<file path="config.mk">
export PLATFORM = sky130hd
export DESIGN_NAME = resp_encoder
export DESIGN_NICKNAME = d
export VERILOG_FILES = /design/src/rtl/cmd_pkg.sv /design/src/rtl/resp_encoder.sv
export SDC_FILE = /design/constraint.sdc
export NUM_CORES = 1
export LEC_CHECK = 0
export ABC_AREA = 1
export BUFFER_PORTS_ARGS = -buffer_cell sky130_fd_sc_hd__buf_2
export CORE_MARGIN = 5
export CORE_UTILIZATION = 50
export DETAILED_ROUTE_END_ITERATION = 8
export PLACE_DENSITY = 0.83
export SYNTH_ARGS = -nofsm -noshare
export SYNTH_HDL_FRONTEND = slang
export SYNTH_SLANG_ARGS = --single-unit
</file>
<file path="constraint.sdc">
create_clock -name clk -period 1.5 [get_ports clk]
set_clock_uncertainty 0.15 [all_clocks]
set_input_delay 0.3 -clock clk [delete_from_list [all_inputs] [get_ports clk]]
set_output_delay 0.3 -clock clk [all_outputs]
set_load 0.03 [all_outputs]
</file>
<file path="src/rtl/cmd_pkg.sv">
// rtl/cmd_pkg.sv - shared command/response packet types and encoder states
//
// Provides:
//   cmd_packet_t      24-bit packet {opcode, addr, data}
//   SOF_DEFAULT       default start-of-frame marker for response frames
//   resp_enc_state_t  resp_encoder FSM states
package cmd_pkg;

    typedef struct packed {
        logic [7:0] opcode;
        logic [7:0] addr;
        logic [7:0] data;
    } cmd_packet_t;

    localparam logic [7:0] SOF_DEFAULT = 8'hA5;

    typedef enum logic [2:0] {
        ST_IDLE = 3'd0,
        ST_SOF  = 3'd1,
        ST_OPC  = 3'd2,
        ST_ADDR = 3'd3,
        ST_DATA = 3'd4,
        ST_CSUM = 3'd5,
        ST_GAP  = 3'd6
    } resp_enc_state_t;

endpackage

</file>
<file path="src/rtl/resp_encoder.sv">
// rtl/resp_encoder.sv - serialises response packets into 5-byte UART frames
//
// Frame: SOF_BYTE, opcode, addr, data, csum (opcode ^ addr ^ data), followed
// by GAP_CYCLES idle clocks before the encoder accepts another packet.
//
// Ports:
//   clk, rst_n    clock, asynchronous active-low reset
//   resp_pkt      packet from resp_fifo (sampled only on acceptance)
//   resp_valid    resp_pkt holds a packet
//   resp_ready    encoder accepts resp_pkt this cycle (IDLE only)
//   tx_byte       byte towards uart_tx
//   tx_valid      tx_byte is valid
//   tx_ready      uart_tx takes tx_byte this cycle
//   busy          frame in progress or gap counting
//   frame_cnt     completed frames, wraps at 16 bits
module resp_encoder
    import cmd_pkg::*;
#(
    parameter logic [7:0] SOF_BYTE   = SOF_DEFAULT,
    parameter int         GAP_CYCLES = 16
) (
    input  logic        clk,
    input  logic        rst_n,
    input  cmd_packet_t resp_pkt,
    input  logic        resp_valid,
    output logic        resp_ready,
    output logic [7:0]  tx_byte,
    output logic        tx_valid,
    input  logic        tx_ready,
    output logic        busy,
    output logic [15:0] frame_cnt
);

    // Keep the counter at least one bit wide so GAP_CYCLES=0 still elaborates.
    localparam int GW = (GAP_CYCLES > 0) ? $clog2(GAP_CYCLES + 1) : 1;
    localparam logic [GW-1:0] GAP_LAST = (GAP_CYCLES > 0) ? GW'(GAP_CYCLES - 1) : '0;

    resp_enc_state_t state_q;
    cmd_packet_t     pkt_q;
    logic [7:0]      csum_q;
    logic [GW-1:0]   gap_cnt_q;
    // Holds resp_ready low until the first clock after reset release.
    logic            ready_en_q;

    logic       accept;
    logic       xfer;
    logic [7:0] csum_in;

    assign csum_in    = resp_pkt.opcode ^ resp_pkt.addr ^ resp_pkt.data;
    assign resp_ready = (state_q == ST_IDLE) && ready_en_q;
    assign accept     = resp_valid && resp_ready;
    assign tx_valid   = (state_q == ST_SOF) || (state_q == ST_OPC) || (state_q == ST_ADDR)
                     || (state_q == ST_DATA) || (state_q == ST_CSUM);
    // tx_ready outside a byte state is ignored because xfer requires tx_valid.
    assign xfer       = tx_valid && tx_ready;
    assign busy       = (state_q != ST_IDLE);

    // The byte is a pure function of state and the registered packet, so it
    // stays stable for as long as uart_tx stalls.
    always_comb begin
        tx_byte = 8'h00;
        case (state_q)
            ST_SOF:  tx_byte = SOF_BYTE;
            ST_OPC:  tx_byte = pkt_q.opcode;
            ST_ADDR: tx_byte = pkt_q.addr;
            ST_DATA: tx_byte = pkt_q.data;
            ST_CSUM: tx_byte = csum_q;
            default: tx_byte = 8'h00;
        endcase
    end

    always_ff @(posedge clk or negedge rst_n) begin
        if (!rst_n) begin
            state_q    <= ST_IDLE;
            pkt_q      <= '0;
            csum_q     <= 8'h00;
            gap_cnt_q  <= '0;
            frame_cnt  <= 16'h0000;
            ready_en_q <= 1'b0;
        end else begin
            ready_en_q <= 1'b1;
            case (state_q)
                ST_IDLE: begin
                    if (accept) begin
                        pkt_q   <= resp_pkt;
                        csum_q  <= csum_in;
                        state_q <= ST_SOF;
                    end
                end
                ST_SOF:  if (xfer) state_q <= ST_OPC;
                ST_OPC:  if (xfer) state_q <= ST_ADDR;
                ST_ADDR: if (xfer) state_q <= ST_DATA;
                ST_DATA: if (xfer) state_q <= ST_CSUM;
                ST_CSUM: begin
                    if (xfer) begin
                        frame_cnt <= frame_cnt + 16'd1;
                        gap_cnt_q <= '0;
                        if (GAP_CYCLES > 0) begin
                            state_q <= ST_GAP;
                        end else begin
                            state_q <= ST_IDLE;
                        end
                    end
                end
                ST_GAP: begin
                    if (gap_cnt_q == GAP_LAST) begin
                        gap_cnt_q <= '0;
                        state_q   <= ST_IDLE;
                    end else begin
                        gap_cnt_q <= gap_cnt_q + GW'(1);
                    end
                end
                default: state_q <= ST_IDLE;
            endcase
        end
    end

endmodule

</file>
* Word-level counts from Yosys, hierarchy flattened
Cells that the tools add are included.
W data, S select, Z words.
** Word-level totals
- Register bits :: 57
- Input bits :: 28
- Output and inout port bits :: 27
- Logic and storage cells :: 52
** Cells by class
- $add $sub $neg :: 2
- Eq/ne operators :: 14
- Muxes and demuxes :: 12
- Bitwise logic cells :: 2
- Reduce and logical (&&, ||, !) cells :: 14
** Operator list (number)
- $pmux W8 S5 :: 1
- $mux W3 :: 7
- $pmux W3 S7 :: 1
- $add A16 B1 Y16 const B :: 1
- $xor A8 B8 Y8 :: 2
- $ne A2 B2 Y1 const B :: 7
- $mux W5 :: 2
- $pmux W5 S2 :: 1
- $eq A3 B3 Y1 const B :: 3
- $reduce_and A7 Y1 :: 1
- $eq A3 B2 Y1 const B :: 2
- $reduce_and A2 Y1 :: 3
- $add A5 B1 Y5 const B :: 1
- $eq A5 B4 Y1 const B :: 1
- $logic_or A1 B1 Y1 :: 4
- $eq A3 B1 Y1 const B :: 1
- $logic_and A1 B1 Y1 :: 3
- $logic_not A3 Y1 :: 1
- $reduce_bool A3 Y1 :: 1
- $reduce_bool A2 Y1 :: 1

* Logic depth before layout (Yosys ltp)
- Depth in word-level cells :: 8
- Depth in mapped cells :: 9
- Depth with buffers taken out :: 9

* Least setup slack after synthesis
OpenSTA, ideal clock, no wires.
- Kind :: reg-to-output
- Start point :: register state_q[1]
- End point :: output tx_byte[7]
- Data arrival time :: 1.573 ns
- Data required time :: 1.050 ns
- Slack :: -0.523 ns
- Stages on the path, launching flop included :: 6
- Buffers on the path :: 0
- Path through :: dfrtp_1 inv_2 ha_1 nand2_2 inv_2 a31oi_1
** Between the ends
- Longest elaborated chain between the ends :: 2
- Elaborated cells on any way between the ends :: 6
- Classes of those cells :: eq/ne (5); mux (1)
** RTL lines
- start, declared :: line resp_encoder.sv:38 : resp_enc_state_t state_q;
- start signal, assigned :: line resp_encoder.sv:74 : state_q <= ST_IDLE;
- start signal, assigned :: line resp_encoder.sv:87 : state_q <= ST_SOF;
- start signal, assigned :: line resp_encoder.sv:90 : ST_SOF: if (xfer) state_q <= ST_OPC;
- $eq A3 B3 Y1, or another cell as far along :: line resp_encoder.sv:62 : case (state_q)
- $pmux W8 S5 * :: line resp_encoder.sv:62
- end, declared :: line resp_encoder.sv:27 : output logic [7:0] tx_byte,
Mark *: on every way between the ends. The rest lies on a longest branch, timed or not.

* Final worst setup path
- Start point :: register state_q[0]
- End point :: output tx_byte[1]
Same word-level chain as after synthesis.

==> impl_metrics.csv <==
group,metric,value,unit
sta,min_period,2.20,ns
sta,setup_viol,67,
synthesis,synth-seq-area-share,46.0,%
clocking,clk_pin_slew,0.06,ns
die,die_y,88.7,µm
worst_hold_path,worstHoldStart,"resp_pkt[2]",
outcome,violations,"negative setup slack",
grt,grt_pass1_vias,3041,
worst_setup_path,endpoint_kind,"primary output",
worst_setup_path,worstPathRequired,1.05,ns
worst_hold_path,min_path_cells,3,
layout,layout-drive-gt1-share,45.4,%
synthesis,yosysMostFrequentCell,"nand2_1",
grt,antenna_found_initial,0,
power,finalPower,8.74,mW
die,core,0.00599,mm²
sta,finalHoldViolations,0,
power,ir_drop,0.00121,V
routing,antenna_left,0,
synthesis,synth_cell_type_count,30,
worst_setup_path,cp-start-kind,"register",
die,io_pins,55,
synthesis,synth_common_cells,"166 x nand2_1, 57 x dfrtp_1, 24 x inv_1, 21 x nor2_1, 15 x nand3_1",
synthesis,syn_inst,389,
clocking,htreeDepth,3,
die,fp-row-count,28,
synthesis,syn-num-nets,421,
worst_setup_path,r2r_cells,10,
layout,area_growth,49.4,%
routing,vias,3092,
layout,utilization,77.3,%
worst_setup_path,crit_arrival,1.75,ns
place,place_ws,-0.320,ns
routing,dr.pass1.iters,5,
worst_setup_path,cp_max_fo,5,
worst_setup_path,ff2ff_setup_slack,-0.39,ns
worst_setup_path,crit_top_cell,"buf_6",
synthesis,synth_edf_count,0,
layout,insertedDiodeCount,0,
sta,finalCritPeriodShare,146,%
worst_setup_path,slowest_delay,0.42,ns
synthesis,synth_area_leaders,"dfrtp_1 46%, nand2_1 20%, xnor2_1 3.4%, xor2_1 3.4%, inv_1 2.9%",
synthesis,syn_area_per_cell,7.97,µm²
die,initial_core_util,51.8,%
synthesis,synth_area_leader_cell,"dfrtp_1",
routing,drt-wirelength-per-cell,16.7,µm
outcome,status,"finished with violations",
grt,grt_use_total,22.2,%
place,dp_hpwl,5.35,mm
run,drv_cap,0,
clocking,insertion_delay,0.35,ns
synthesis,ys_ff_latch,57,
die,design.die.area,0.00788,mm²
sta,hold_slack,0.0290,ns
clocking,cts.sinks,57,
worst_setup_path,reg2reg_to,"pkt_q[14]",
clocking,cts_tree,"yes",
layout,nets,523,
clocking,cts_buffers,9,
worst_setup_path,crit_type,"register to primary output",
grt,grt_start_max_net_pins,25,
routing,drc,0,
worst_setup_path,r2r-start,"state_q[1]",
synthesis,yosysWarnings,0,
grt,grt_overflow,0,
routing,drt-vias-per-instance,5.42,
power,leakagePower,2.26,nW
grt,grt_first_pass_wirelength,13.3,mm
worst_hold_path,worstHoldEndpoint,"pkt_q[2]",
sta,timing.fmax,456,MHz
synthesis,async_flop_share,100,%
sta,finalMaxSlewViolations,0,
sta,fin_ws,-0.695,ns
routing,drtIter0Drc,154,
place,port_buffers,54,
worst_setup_path,crit_chain,"inv_2, nand2_2, nor2_4, buf_6, nand2_1, nand4_1, and2_4, buf_6",
worst_hold_path,min_path_type,"input pin to register",
power,pwr_density_cell,1890,mW/mm²
synthesis,synth-main-ff-cell,"dfrtp_1",
synthesis,synth_area,0.00310,mm²
synthesis,yosys.area.top_type_share,46.0,%
routing,routed_wl,9.52,mm
worst_setup_path,crit_slowest_cell,"dfrtp_1",
place,place_congestion,0.843,
die,die_w,88.7,µm
sta,grt_setup_unrepaired,"yes",
clocking,cts_max_path_buffers,2,
clocking,root_buffer,"clkbuf_8",
cell families (layout without fill, tap and decap cells):
family / count (synthesis) / count (layout) / share of synthesized area [%]
flip-flops: 57 / 57 / 46.0
buffers and inverters: 37 / 143 / 6.38
adder cells (fa/ha/maj): 4 / 4 / 1.61
XOR/XNOR: 24 / 24 / 6.78
AND/OR/NAND/NOR: 235 / 236 / 33.9
AO/OA/AOI/OAI: 31 / 31 / 5.21
other: 1 / 1 / 0.121
area by class of cell:
type	count	area, µm²
Multi-Input combinational cell	296	1900
Fill cell	355	1360
Tap cell	75	93.8
Clock inverter	3	40.0
Inverter	28	120
Clock buffer	13	149
Sequential cell	57	1430
Timing Repair Buffer	99	898
how the worst max path moves through the flow:
| stage | from | depth (start not counted) | slack [ns] | to |
|---|---|---|---|---|
| after floorplan | state_q[1] | 5 | -0.20 | tx_byte[7] |
| after global placement | state_q[2] | 7 | -0.27 | tx_byte[4] |
| after detailed placement | state_q[2] | 7 | -0.32 | tx_byte[1] |
| after CTS | state_q[1] | 8 | -0.66 | tx_byte[1] |
| after global routing | state_q[0] | 8 | -0.77 | tx_byte[3] |
| final | state_q[0] | 8 | -0.70 | tx_byte[1] |
routing by layer:
layer	wire length (µm)	track usage, %	share of wire (%)	vias to the layer above
li1	-	-	-	1425
met1	3390	24.8	36	1496
met2	5020	39.7	53	126
met3	664	6.05	7.0	45
met4	452	9.34	4.7	0
met5	0	0	0	-
flip-flops by register name (all words and copies together), names as in the netlist:
register and count:
ready_en_q 1, state_q 3, frame_cnt 16, gap_cnt_q 5, pkt_q 24, csum_q 8
worst max-delay path, delay by kind of cell, from the launching register on:
| family | cells | cell delay (ns) |
|---|---|---|
| buf+inv | 3 | 0.41 |
| flops | 1 | 0.42 |
| simple gates | 5 | 0.57 |
through the flow:
| step | instance area (µm²) | std cells | TNS, ns |
|---|---|---|---|
| floorplan | 3160 | 389 | -5.38 |
| finish | 4630 | 571 | -19.42 |
| global placement | 3730 | 542 | -2.43 |
| CTS | 4150 | 563 | -15.23 |
| global route | 4630 | 571 | -23.46 |
| detailed placement | 3730 | 542 | -4.67 |
what timing repair did:
action                                  in CTS  in global routing
endpoints found under the setup margin      62                 69
setup buffers                                2                  5
gates resized for setup                     49                106
hold buffers                                 1                  0
gates cloned                                 2                  5
hold endpoints to repair                    12                  0
pin swaps                                    6                 42
layout by cell type, fill, tap and decap left out, types with 5 or more instances in the layout:
master	n
buf_6	26
o21ai_2	10
o21ai_1	6
nor2_4	8
buf_2	42
xor2_1	12
nor2_2	5
buf_4	19
nor2_1	16
inv_2	6
clkbuf_8	10
dfrtp_1	51
nand2_1	110
nand2_4	21
o21ai_0	9
dfrtp_2	6
nand3_1	14
xnor2_1	12
nand2_2	38
nand4_1	8
inv_1	20
report_power, final:
part	total, mW	switching (mW)	internal (mW)
clock	1.43	0.624	0.809
sequential	2.74	0.631	2.11
combinational	4.57	2.49	2.08
total	8.74	3.74	5.00
No activity file was read; power rests on OpenSTA's default activity.
